### src/rtl/fp32_mul_req_pkg.sv
// Shared types and constants for the FP32 multiplier requester.
package fp32_mul_req_pkg;

    typedef enum logic [1:0] {
        IDLE  = 2'd0,
        ISSUE = 2'd1,
        WAIT  = 2'd2,
        HOLD  = 2'd3
    } state_t;

    localparam logic [31:0] FP32_QNAN = 32'h7FC0_0000;

    typedef struct packed {
        logic [31:0] a;
        logic [31:0] b;
    } operand_pair_t;

endpackage

### src/rtl/fp32_mul_requester_fifo.sv
// Synchronous FIFO holding queued operand pairs; head is visible combinationally on o_data.
module sync_fifo #(
    parameter int WIDTH = 64,
    parameter int DEPTH = 4
) (
    input  logic             clk,
    input  logic             reset,
    input  logic             i_push,
    input  logic [WIDTH-1:0] i_data,
    input  logic             i_pop,
    output logic [WIDTH-1:0] o_data,
    output logic             o_full,
    output logic             o_empty
);

    localparam int PTR_W = $clog2(DEPTH);

    logic [WIDTH-1:0] r_mem [DEPTH];
    logic [PTR_W-1:0] r_wr_ptr;
    logic [PTR_W-1:0] r_rd_ptr;
    logic [PTR_W:0]   r_count;
    logic             w_push;
    logic             w_pop;

    assign w_push  = i_push && !o_full;
    assign w_pop   = i_pop && !o_empty;
    assign o_full  = (r_count == (PTR_W+1)'(DEPTH));
    assign o_empty = (r_count == '0);
    assign o_data  = r_mem[r_rd_ptr];

    always_ff @(posedge clk) begin
        if (reset) begin
            r_wr_ptr <= '0;
            r_rd_ptr <= '0;
            r_count  <= '0;
        end else begin
            if (w_push) r_wr_ptr <= r_wr_ptr + 1'b1;
            if (w_pop)  r_rd_ptr <= r_rd_ptr + 1'b1;
            case ({w_push, w_pop})
                2'b10:   r_count <= r_count + 1'b1;
                2'b01:   r_count <= r_count - 1'b1;
                default: r_count <= r_count;
            endcase
        end
    end

    // NOTE: storage is deliberately not reset; the empty flag keeps stale entries from being read.
    always_ff @(posedge clk) begin
        if (w_push) r_mem[r_wr_ptr] <= i_data;
    end

endmodule

### src/rtl/fp32_mul_requester.sv
// Queues FP32 operand pairs, issues them to the multiplier one at a time, and
// returns each product (or a watchdog QNaN) on a valid/ready response port.
module fp32_mul_requester #(
    parameter int DEPTH          = 4,
    parameter int TIMEOUT_CYCLES = 64,
    parameter int CNT_W          = 16
) (
    input  logic             clk,
    input  logic             reset,
    input  logic             cmd_valid,
    output logic             cmd_ready,
    input  logic [31:0]      cmd_a,
    input  logic [31:0]      cmd_b,
    output logic             mul_datain_valid,
    input  logic             mul_datain_ready,
    output logic [31:0]      mul_datain1,
    output logic [31:0]      mul_datain2,
    input  logic [31:0]      mul_dataout,
    input  logic             mul_dataout_valid,
    input  logic             mul_overflow_flag,
    output logic             rsp_valid,
    input  logic             rsp_ready,
    output logic [31:0]      rsp_data,
    output logic             rsp_overflow,
    output logic             rsp_timeout,
    output logic             err_stray,
    output logic [CNT_W-1:0] done_count
);

    import fp32_mul_req_pkg::*;

    localparam int WD_W = $clog2(TIMEOUT_CYCLES);

    state_t           r_state;
    state_t           w_next_state;
    operand_pair_t    w_cmd_pair;
    operand_pair_t    w_fifo_head;
    operand_pair_t    r_operands;
    logic             w_fifo_full;
    logic             w_fifo_empty;
    logic             w_push;
    logic             w_pop;
    logic [WD_W-1:0]  r_watchdog;
    logic             w_wd_expired;
    logic [31:0]      r_rsp_data;
    logic             r_rsp_overflow;
    logic             r_rsp_timeout;
    logic             r_err_stray;
    logic [CNT_W-1:0] r_done_count;

    assign w_cmd_pair   = '{a: cmd_a, b: cmd_b};
    assign w_push       = cmd_valid && cmd_ready;
    assign w_wd_expired = (r_watchdog == WD_W'(TIMEOUT_CYCLES - 1));

    sync_fifo #(
        .WIDTH ($bits(operand_pair_t)),
        .DEPTH (DEPTH)
    ) u_fifo (
        .clk     (clk),
        .reset   (reset),
        .i_push  (w_push),
        .i_data  (w_cmd_pair),
        .i_pop   (w_pop),
        .o_data  (w_fifo_head),
        .o_full  (w_fifo_full),
        .o_empty (w_fifo_empty)
    );

    // NOTE: every sequential assignment is non-blocking so all registers update from pre-edge values.
    always_ff @(posedge clk) begin
        if (reset) r_state <= IDLE;
        else       r_state <= w_next_state;
    end

    // NOTE: the default assignment first keeps this block free of inferred latches.
    always_comb begin
        w_next_state = r_state;
        case (r_state)
            IDLE:    if (!w_fifo_empty) w_next_state = ISSUE;
            ISSUE:   if (mul_datain_ready) w_next_state = WAIT;
            WAIT:    if (mul_dataout_valid || w_wd_expired) w_next_state = HOLD;
            HOLD:    if (rsp_ready) w_next_state = IDLE;
            default: w_next_state = IDLE;
        endcase
    end

    always_comb begin
        mul_datain_valid = (r_state == ISSUE);
        rsp_valid        = (r_state == HOLD);
        w_pop            = (r_state == IDLE) && !w_fifo_empty;
    end

    always_ff @(posedge clk) begin
        if (reset) begin
            r_operands     <= '0;
            r_watchdog     <= '0;
            r_rsp_data     <= '0;
            r_rsp_overflow <= 1'b0;
            r_rsp_timeout  <= 1'b0;
            r_err_stray    <= 1'b0;
            r_done_count   <= '0;
        end else begin
            if (w_pop) r_operands <= w_fifo_head;

            if (r_state == ISSUE && mul_datain_ready) r_watchdog <= '0;
            else if (r_state == WAIT)                 r_watchdog <= r_watchdog + 1'b1;

            // A real product always beats a watchdog expiry landing on the same edge.
            if (r_state == WAIT) begin
                if (mul_dataout_valid) begin
                    r_rsp_data     <= mul_dataout;
                    r_rsp_overflow <= mul_overflow_flag;
                    r_rsp_timeout  <= 1'b0;
                end else if (w_wd_expired) begin
                    r_rsp_data     <= FP32_QNAN;
                    r_rsp_overflow <= 1'b0;
                    r_rsp_timeout  <= 1'b1;
                end
            end

            if (r_state == HOLD && rsp_ready) r_done_count <= r_done_count + 1'b1;
            if (mul_dataout_valid && r_state != WAIT) r_err_stray <= 1'b1;
        end
    end

    assign cmd_ready    = !w_fifo_full;
    assign mul_datain1  = r_operands.a;
    assign mul_datain2  = r_operands.b;
    assign rsp_data     = r_rsp_data;
    assign rsp_overflow = r_rsp_overflow;
    assign rsp_timeout  = r_rsp_timeout;
    assign err_stray    = r_err_stray;
    assign done_count   = r_done_count;

endmodule
### config.mk
export PLATFORM = sky130hd
export DESIGN_NAME = fp32_mul_requester
export DESIGN_NICKNAME = d
export VERILOG_FILES = /design/src/rtl/fp32_mul_req_pkg.sv /design/src/rtl/fp32_mul_requester_fifo.sv /design/src/rtl/fp32_mul_requester.sv
export SDC_FILE = /design/constraint.sdc
export NUM_CORES = 1
export LEC_CHECK = 0
export BUFFER_PORTS_ARGS = -buffer_cell sky130_fd_sc_hd__buf_2
export CAP_MARGIN = 25
export CORE_UTILIZATION = 50
export DETAILED_ROUTE_END_ITERATION = 7
export PLACE_DENSITY_LB_ADDON = 0.3
export SLEW_MARGIN = 20
export SYNTH_ARGS = -nofsm -noshare
export SYNTH_HDL_FRONTEND = slang
export SYNTH_SLANG_ARGS = --single-unit
### constraint.sdc
create_clock -name clk -period 8.18 [get_ports clk]
set_clock_uncertainty 0.15 [all_clocks]
set_input_delay 0 -clock clk [delete_from_list [all_inputs] [get_ports clk]]
set_output_delay 0 -clock clk [all_outputs]
set_load 0.05 [all_outputs]
==> summary.md, run 1 <==
| Metric | Value |
|---|---|
| First-pass GRT wire length | 45.5 mm |
| P_leak | 6.64 nW |
| Clock sink count | 386 |
| Yosys reg bits | 386 |
| Total Routed Length | 29.4 mm |
| Die Ht | 170 um |
| Iteration-0 DRC Markers | 507 |
| Slew Limit Fails | 0 |
| Top post-synthesis cells by area | edfxtp_1, dfxtp_1, mux4_2 |
| CTS hold repair buffers | 111 |
| Met1 usage | 25.2% |
| PnR Total Power | 6.17 mW |
| Max Cap Viol | 0 |
| Leading area contributor after synthesis | edfxtp_1 |
| Clock slew at reported path FFs | 0.06 ns |
| Slowest cell on crit path | nand2b_4 |
| CTS root buffer | clkbuf_16 |
| Cells along the critical path | inv_1 > ha_1 > nand2b_4 > inv_2 > ha_1 > inv_1 > fa_1 > xor2_1 > or3_1 > a21oi_1 |
| GRT Residual Overflow | 0 |
| Drt pass-1 iters | 5 |
| Gr busiest metal | met2 |
| Sequential fraction of the synthesis area | 73.3% |
| CTS buffer count | 41 |
| Maximum vdd ir drop | 0.286 mV |
| Final worst path period need | 2.94 ns |
| Area Growth Syn to Fin | 27.7% |
| Critical path endpoint category | flop |
| Max Fclk | 340 MHz |
| Top-area cell type share of the netlist area | 54.8% |
| Slew HR | 32.6% |
| # diodes | 0 |
| Crit path max fanout | 65 |
| Yosys cell types | 39 |
| GR Util met3 | 4.85% |
| Post-synth EDFFs | 256 |
| Chip Width | 170 um |
| Worst min path class | input pin to flop |
| Status | completed |
| Drt via density | 5.25 |
| Max stage delay on crit path | 0.46 ns |
| Mapped cell area | 0.0140 mm2 |
| Detail Route Antenna Nets | 0 |
| Nets | 1337 |
| DIE AREA | 0.0288 mm2 |
| CTS tree | done |
| Initial antenna violation count | 0 |
| GRT Overall Usage | 20.5% |
| Count of final setup violators | 0 |
| Number of I/O pins | 221 |
| Met2 usage | 36.1% |
| Final hold viol count | 0 |
| Warning count from the yosys run | 0 |
| RSZ-0062 raised after global routing | no |
| Top_reg_cell synth | edfxtp_1 |
| Worst Setup Start Kind | flop |
| GPL Wtd Cong | 0.732 |
| Share of layout cells above drive strength 1 | 28.7% |
| # fillers | 1911 |
| Starting Density | 51.5% |
| Avg Inst Size Synth | 15.8 um2 |
| Clk Latency, worst-skew pair | 0.52 ns |
| Largest net degree at the start of global routing | 69 |
| DR WL/cell | 18.1 um |
| Core area | 0.0273 mm2 |
| Mapped Nets | 1003 |
| Critical Path RT | 8.47 ns |
| Number of buffers inserted by port buffering | 220 |
| Number of global-route vias before repair | 8635 |
| Worst path arrival time | 3.23 ns |
| Slew at the pin with the worst max-slew slack | 1.01 ns |
| Critical path class | flop to flop |
| Crit share post-route | 35.9% |
| Resize count post-CTS | 0 |
| Buffer depth of the longest clock path | 3 |
| Post-CTS setup buffers | 0 |
| Rows | 60 |
| DRC | 0 |
| Via count | 8531 |
| Total power density per cell area | 344 mW/mm2 |
| DP HPWL | 15.4 mm |
| FFs w/ async S/R, synth | 0% |
| CTS H-Tree Depth | 2 |
| Sum Neg Setup Slack | 0 ns |
| Mapped Cells | 887 |
==> critical path, delay by kind of cell, from the launching register on <==
kind,cells,cell delay (ns)
AOI/OAI and AO/OA,1,0.15
xor gates and xnor gates,1,0.19
adders and majority gates,3,0.85
buffers and inverters,3,0.38
DFF,1,0.33
and+or+nand+nor,2,0.80
==> logic make-up after synthesis <==
group | after synthesis | share of synthesized area, %
flops | 386 | 73.3
simple gates | 221 | 6.79
compound gates | 123 | 5.20
mux | 66 | 10.4
buf+inv | 59 | 1.91
xor+xnor | 19 | 1.19
fa+ha+maj | 13 | 1.21
==> final timing paths <==
kind	cells after the start	slack [ns]	to	start
max	10	5.24	u_fifo.r_count[2]	r_state[0]
min reg2reg	2	0.30	mul_datain1[7]	mul_datain1[7]
max reg2reg	10	5.24	u_fifo.r_count[2]	r_state[0]
min	2	0.07	u_fifo.r_mem[2][2]	cmd_b[2]
==> power by group <==
group / switching [mW] / total, mW / internal, mW
registers: 0.210 / 2.60 / 2.39
clock network: 0.714 / 1.73 / 1.02
logic: 1.21 / 1.84 / 0.630
total: 2.13 / 6.17 / 4.04
==> sequential cells by signal, indices dropped and copies added (netlist names) <==
name             cells
rsp_overflow         1
rsp_timeout          1
u_fifo.r_count       3
mul_datain2         32
u_fifo.r_rd_ptr      2
r_watchdog           6
u_fifo.r_wr_ptr      2
err_stray            1
mul_datain1         32
u_fifo.r_mem       256
r_state              2
done_count          16
rsp_data            32
==> metrics by stage <==
| stage | hold WS [ns] | setup slack, ns | utilization (%) | instance area [um2] | std cells |
|---|---|---|---|---|---|
| after CTS | 0.0512 | 5.31 | 65.4 | 17800 | 1621 |
| after global routing | 0.0656 | 5.09 | 65.8 | 17900 | 1625 |
| after floorplan | -0.0511 | 5.13 | - | 14000 | 887 |
| after global placement | 0.0638 | 5.41 | 56.7 | 15500 | 1435 |
| final | 0.0736 | 5.24 | 65.8 | 17900 | 1625 |
| after detailed placement | 0.0651 | 5.32 | 56.7 | 15500 | 1435 |
==> cell usage in the layout, fill, tap and decap left out, types with 2 or more instances in the layout <==
cell type and count:
edfxtp_1 256, buf_2 219, nand2_1 141, dfxtp_1 128
dlygate4sd3_1 111, a21oi_1 85, mux4_2 64, clkbuf_16 43
nor2_1 32, a22o_1 24, xor2_1 16, clkbuf_1 16
ha_1 12, nor3_1 11, inv_1 9, nand3_1 7
nand4_1 6, clkinv_1 5, buf_4 5, and3_4 4
o21ai_0 4, or3_1 4, clkinv_2 4, and4_1 3
o31ai_1 3, or4_1 3, xnor2_1 3, buf_16 3
inv_2 2, o21bai_1 2, nand2b_1 2, mux2i_1 2
a211oi_1 2, clkbuf_8 2, clkinvlp_4 2, dfxtp_4 2
==> final cells by class <==
| cell class | instances | area (um2) | area share (%) |
|---|---|---|---|
| Inverter | 11 | 41.3 | 0.230 |
| Tap cell | 372 | 465 | 2.60 |
| Clock buffer | 61 | 1160 | 6.49 |
| Sequential cell | 386 | 10300 | 57.4 |
| Clock inverter | 14 | 101 | 0.565 |
| Timing Repair Buffer | 339 | 2350 | 13.1 |
| Multi-Input combinational cell | 442 | 3510 | 19.6 |
==> Yosys cell counts (4+ instances only) <==
library cell  count
nand2_1         141
nand3_1           7
xor2_1           16
clkbuf_1         22
and3_1            5
or3_1             4
inv_1             9
dfxtp_1         130
edfxtp_1        256
o21ai_0           4
a22o_1           24
nor2_1           32
buf_1             4
nand4_1           6
buf_4             5
nor3_1           11
mux4_2           64
a21oi_1          86
ha_1             12
buf_2            16
==> layer usage <==
layer  vias to the layer above  part of all wire [%]
met1                      4190                    41
met4                         0                   1.7
met2                       282                    50
met3                        43                   7.1
li1                       4016                     -
met5                         -                     0
Note: power is estimated with default switching activity, not from simulation.
==> run 2, diff against run 1 <==
Clock period 8.18 ns to 2.4 ns, I/O delays scaled along.
==> run 2 against run 1 <==
  * First-iteration DRC count fell by 5.7%
  * Non-clock buffer count increased by 14
  * Critical path type unchanged
  * Sequential share of layout area decreased by 0.56 points
  * Via count rose by 1.1%
  * Worst hold slack improved by 0.0045 ns
  * Critical path depth fell by 1
  * Highest routed layer unchanged
==> summary.md, run 2 (synthesized netlist as in run 1, its figures left out) <==
| Metric | Value |
|---|---|
| Max Cap Viol | 0 |
| RR Endpoint | u_fifo.r_count[2] |
| Number of global-route vias before repair | 8782 |
| # fillers | 1898 |
| Final worst path period need | 2.28 ns |
| Post-route design area | 0.0181 mm2 |
| Worst setup startpoint | u_fifo.r_count[2] |
| Critical path endpoint category | flop |
| Initial antenna violation count | 0 |
| Buffer depth of the longest clock path | 3 |
| Final hold viol count | 0 |
| GRT Overall Usage | 20.9% |
| Reg2Reg Setup Slack | 0.12 ns |
| Dpl ws | 0.0831 ns |
| Top reg by flops | u_fifo.r_mem |
| Iteration-0 DRC Markers | 478 |
| Die Ht | 170 um |
| Drt via density | 5.27 |
| Net Sw Frac | 34.5% |
| Clk pwr share | 27.9% |
| RSZ-0062 raised after global routing | no |
| Crit share post-route | 95.1% |
| P_leak | 6.74 nW |
| Net switching power | 7.35 mW |
| Chip Width | 170 um |
| Area Growth Syn to Fin | 29.0% |
| Clk Latency, worst-skew pair | 0.52 ns |
| DP HPWL | 16.8 mm |
| Worst Hold End | u_fifo.r_mem[2][23] |
| # diodes | 0 |
| Post-place instance area | 0.0157 mm2 |
| Number of I/O pins | 221 |
| GPL Wtd Cong | 0.725 |
| Detail Route Antenna Nets | 0 |
| Critical Path RT | 2.69 ns |
| CTS tree | done |
| Total Routed Length | 29.8 mm |
| Slew HR | 43.4% |
| Worst min path class | input pin to flop |
| Setup slack after layout | 0.117 ns |
| Via count | 8621 |
| Crit path max fanout | 4 |
| Min-delay src | cmd_b[23] |
| Slew at the pin with the worst max-slew slack | 0.849 ns |
| CTS root buffer | clkbuf_16 |
| Internal Power | 13.9 mW |
| Nets | 1349 |
| Worst Hold Depth | 2 |
| Worst path arrival time | 2.57 ns |
| Starting Density | 51.5% |
| Number of buffers inserted by port buffering | 220 |
| Critical path class | flop to flop |
| DIE AREA | 0.0288 mm2 |
| CTS H-Tree Depth | 2 |
| Max reg flops | 256 |
| FF-to-FF Start | u_fifo.r_count[2] |
| Drt pass-1 iters | 5 |
| Path depth of the worst reg2reg path | 9 |
| DR WL/cell | 18.2 um |
| Total power density per cell area | 1180 mW/mm2 |
| Status | completed |
| DRC | 0 |
| Leading cell type in the layout, fill and taps excluded | edfxtp_1 |
| Flop pwr share | 40.4% |
| CTS buffer count | 39 |
| Maximum vdd ir drop | 0.733 mV |
| Largest net degree at the start of global routing | 86 |
| Slew Limit Fails | 0 |
| Core area | 0.0273 mm2 |
| Count of final setup violators | 0 |
| Comb pwr share | 31.7% |
| Most frequent cells in the layout | edfxtp_1, buf_2, nand2_1 |
| Rows | 60 |
| First-pass GRT wire length | 46.6 mm |
| GRT Residual Overflow | 0 |
| Max Fclk | 438 MHz |
| Sum Neg Setup Slack | 0 ns |
| Share of layout cells above drive strength 1 | 30.8% |
| Clock sink count | 386 |
| Worst Setup Start Kind | flop |
| Clock slew at reported path FFs | 0.06 ns |
run 2: cell count changes in the layout (fill, tap and decap cells not counted), moves of 2 or more:
cell / delta
buf_12: +10
buf_16: -3
buf_4: +10
bufinv_16: +2
clkbuf_1: -10
clkbuf_16: -3
clkinv_2: +4
dfxtp_1: -3
dfxtp_2: +3
dlygate4sd3_1: -3
run 2: power by group through the flow:
stage               Combinational, mW  Sequential, mW  Clock (mW)
detailed placement               6.63            8.72           0
floorplan                        3.29            10.3           0
CTS                              6.83            8.59        6.07
finish                           6.76            8.59        5.95
global placement                 6.58            8.67           0
global route                     7.28            8.69        6.32
run 2: per-layer routing:
layer	share of wire, %	up-vias	GRT usage, %
li1	-	4030	-
met1	42	4302	26.9
met2	50	255	36.7
met3	5.9	34	4.27
met4	1.3	0	4.82
met5	0	-	0
run 2: how the worst max path moves through the flow:
stage          slack (ns)  cells past startpoint                 to
5_1_grt             0.002                      9  u_fifo.r_count[2]
4_1_cts              0.06                      9  u_fifo.r_count[2]
2_1_floorplan        0.01                      9  u_fifo.r_count[2]
3_3_place_gp         0.12                      9  u_fifo.r_count[2]
3_5_place_dp         0.08                      9  u_fifo.r_count[2]
6_report             0.12                      9  u_fifo.r_count[2]
run 2: through the flow:
stage | instances | util (%) | hold slack [ns] | power (mW)
2_1_floorplan | 887 | - | -0.0511 | 13.6
3_3_place_gp | 1455 | 57.8 | 0.0648 | 15.3
3_5_place_dp | 1455 | 57.8 | 0.0685 | 15.4
4_1_cts | 1635 | 66.4 | 0.0527 | 21.5
5_1_grt | 1636 | 66.5 | 0.0674 | 22.3
6_report | 1636 | 66.5 | 0.0781 | 21.3
run 2: area by class of cell:
| class | instances | area (um2) | area share, % |
|---|---|---|---|
| Sequential cell | 386 | 10300 | 56.9 |
| Multi-Input combinational cell | 442 | 3520 | 19.4 |
| Timing Repair Buffer | 353 | 2510 | 13.9 |
| Clock buffer | 50 | 1070 | 5.91 |
| Tap cell | 372 | 465 | 2.57 |
| Clock inverter | 22 | 205 | 1.13 |
| Inverter | 11 | 41.3 | 0.228 |
run 2: timing repair:
item                                    4_1_cts  5_1_grt
buffers inserted                              0        1
hold endpoints to repair                    425        0
hold buffers                                108        0
endpoints found under the setup margin        0        1
gates resized for setup                       0        3
run 2: critical path, cell delays in order, from the launching register on:
cell,delay [ns]
dfxtp_2,0.35
or3b_4,0.38
and2_4,0.15
inv_2,0.05
ha_2,0.16
inv_1,0.05
fa_2,0.33
xor2_1,0.17
or3_1,0.31
a21oi_1,0.12
==> run 3, diff against run 2 <==
Settings changed: BUFFER_PORTS_ARGS -buffer_cell sky130_fd_sc_hd__buf_2 to default, DONT_BUFFER_PORTS from default to 1.
==> run 3 against run 2 <==
  * Global-route usage fell by 1.4 points
  * Die area unchanged
  * Highest routed layer unchanged
  * Largest cell class unchanged
  * Sequential power grew 21%
  * Via count down 8.7%
  * Clock power fell by 3%
  * Sequential share of layout area up 2.8 points
  * Largest power group unchanged
  * Fmax down 2.8%
  * Register-to-register slack lost 0.06 ns
  * Critical path depth did not move
  * Combinational power is 33% lower
  * Clock-buffer cell count grew 10
  * Total power down 2.5%
==> summary.md, run 3 (synthesized netlist as in run 1, its figures left out) <==
| Metric | Value |
|---|---|
| Status | completed |
| Min-delay src | mul_dataout[31] |
| Top reg by flops | u_fifo.r_mem |
| Post-route design area | 0.0173 mm2 |
| Final worst path period need | 2.35 ns |
| Crit share post-route | 97.8% |
| Max Fclk | 426 MHz |
| Max reg flops | 256 |
| Total power density per cell area | 1200 mW/mm2 |
| Share of layout cells above drive strength 1 | 18.3% |
| Drt via density | 5.43 |
| Drt pass-1 iters | 4 |
| Number of I/O pins | 221 |
| Clock sink count | 386 |
| Clk Latency, worst-skew pair | 0.52 ns |
| Worst Setup Start Kind | flop |
| Setup slack after layout | 0.0521 ns |
| Maximum vdd ir drop | 0.911 mV |
| Critical path class | flop to flop |
| Max Cap Viol | 0 |
| Critical path endpoint category | flop |
| Worst min path class | input pin to flop |
| DRC | 0 |
| Leading cell type in the layout, fill and taps excluded | edfxtp_1 |
| Slew Limit Fails | 0 |
| Slew at the pin with the worst max-slew slack | 0.776 ns |
| PnR Total Power | 20.8 mW |
| Clock slew at reported path FFs | 0.06 ns |
| Iteration-0 DRC Markers | 584 |
| Count of final setup violators | 0 |
| DIE AREA | 0.0288 mm2 |
| Initial antenna violation count | 4 |
| FF-to-FF Start | u_fifo.r_count[1] |
| Die Ht | 170 um |
| Detail Route Antenna Nets | 0 |
| Critical Path RT | 2.69 ns |
| First-pass GRT wire length | 43.3 mm |
| Dpl ws | 0.0797 ns |
| Slew HR | 48.3% |
| Post-place instance area | 0.0148 mm2 |
| DP HPWL | 16.6 mm |
| Number of buffers inserted by port buffering | 0 |
| Worst path arrival time | 2.63 ns |
| GRT Residual Overflow | 0 |
| Worst Hold Depth | 2 |
| Path depth of the worst reg2reg path | 9 |
| Crit path max fanout | 3 |
| Area Growth Syn to Fin | 23.1% |
| Rows | 60 |
| Buffer depth of the longest clock path | 3 |
| Most frequent cells in the layout | edfxtp_1, nand2_1, dfxtp_1 |
| Chip Width | 170 um |
| Reg2Reg Setup Slack | 0.05 ns |
| Total Routed Length | 28.5 mm |
| Worst Hold End | rsp_data[31] |
| Starting Density | 51.5% |
| GRT Overall Usage | 19.6% |
| Largest net degree at the start of global routing | 105 |
| P_leak | 5.86 nW |
| RR Endpoint | u_fifo.r_count[2] |
| CTS buffer count | 39 |
| CTS tree | done |
| Number of global-route vias before repair | 7968 |
| GPL Wtd Cong | 0.710 |
| Via count | 7870 |
| Core area | 0.0273 mm2 |
| Nets | 1159 |
| CTS root buffer | clkbuf_16 |
| Final hold viol count | 0 |
| RSZ-0062 raised after global routing | yes |
| DR WL/cell | 19.7 um |
| CTS H-Tree Depth | 2 |
-- run 3: critical path: stages (launching register included) --
cell	delay, ns
dfxtp_2	0.33
or3b_4	0.39
and2_4	0.16
inv_4	0.05
ha_4	0.14
inv_4	0.03
fa_2	0.35
xor2_1	0.15
or3_1	0.39
a21oi_2	0.12
-- run 3: area by class of cell --
type	count	area [um2]
clock buffer	60	1170
timing repair buffer	163	1680
inverter	11	46.3
multi-input combinational	442	3530
fill	1940	9970
tap	372	465
clock inverter	11	72.6
sequential	386	10300
antenna	4	10.0
-- run 3: per-stage QoR --
stage | TNS [ns] | std cells | utilization, % | hold WS [ns]
after floorplan | 0 | 887 | - | -0.0511
after global routing | -0.0320 | 1449 | 63.4 | 0.00300
after detailed placement | 0 | 1255 | 54.3 | -0.0672
final | 0 | 1449 | 63.4 | 0.0165
after global placement | 0 | 1255 | 54.3 | -0.0681
after CTS | 0 | 1439 | 63.1 | 0.000907
-- run 3: how the worst max path moves through the flow --
stage | from | to | slack, ns | cells past startpoint
4_1_cts | u_fifo.r_count[1] | u_fifo.r_count[2] | 0.04 | 9
6_report | u_fifo.r_count[1] | u_fifo.r_count[2] | 0.05 | 9
5_1_grt | u_fifo.r_count[1] | u_fifo.r_count[2] | -0.03 | 9
3_5_place_dp | u_fifo.r_count[2] | u_fifo.r_count[2] | 0.08 | 9
2_1_floorplan | u_fifo.r_count[2] | u_fifo.r_count[2] | 0.01 | 9
3_3_place_gp | u_fifo.r_count[2] | u_fifo.r_count[2] | 0.11 | 9
-- run 3: repair_timing --
| item | CTS | global route |
|---|---|---|
| setup endpoints to repair | 0 | 3 |
| endpoints found under the hold margin | 642 | 0 |
| hold buffers | 113 | 0 |
| gates resized for setup | 0 | 9 |
| buffers inserted | 0 | 6 |
-- run 3: layer usage --
layer  global-route usage [%]  vias to the layer above  wire length [um]
li1                         -                     3654                 -
met1                     25.0                     3929             11800
met2                     33.0                      239             14000
met3                     5.15                       48              2040
met4                     5.52                        0               576
met5                        0                        -                 0
-- run 3: power by group --
| group | total, mW | switching, mW | internal, mW |
|---|---|---|---|
| combinational | 4.55 | 2.49 | 2.06 |
| sequential | 10.4 | 2.29 | 8.15 |
| clock | 5.76 | 2.39 | 3.37 |
| total | 20.8 | 7.18 | 13.6 |
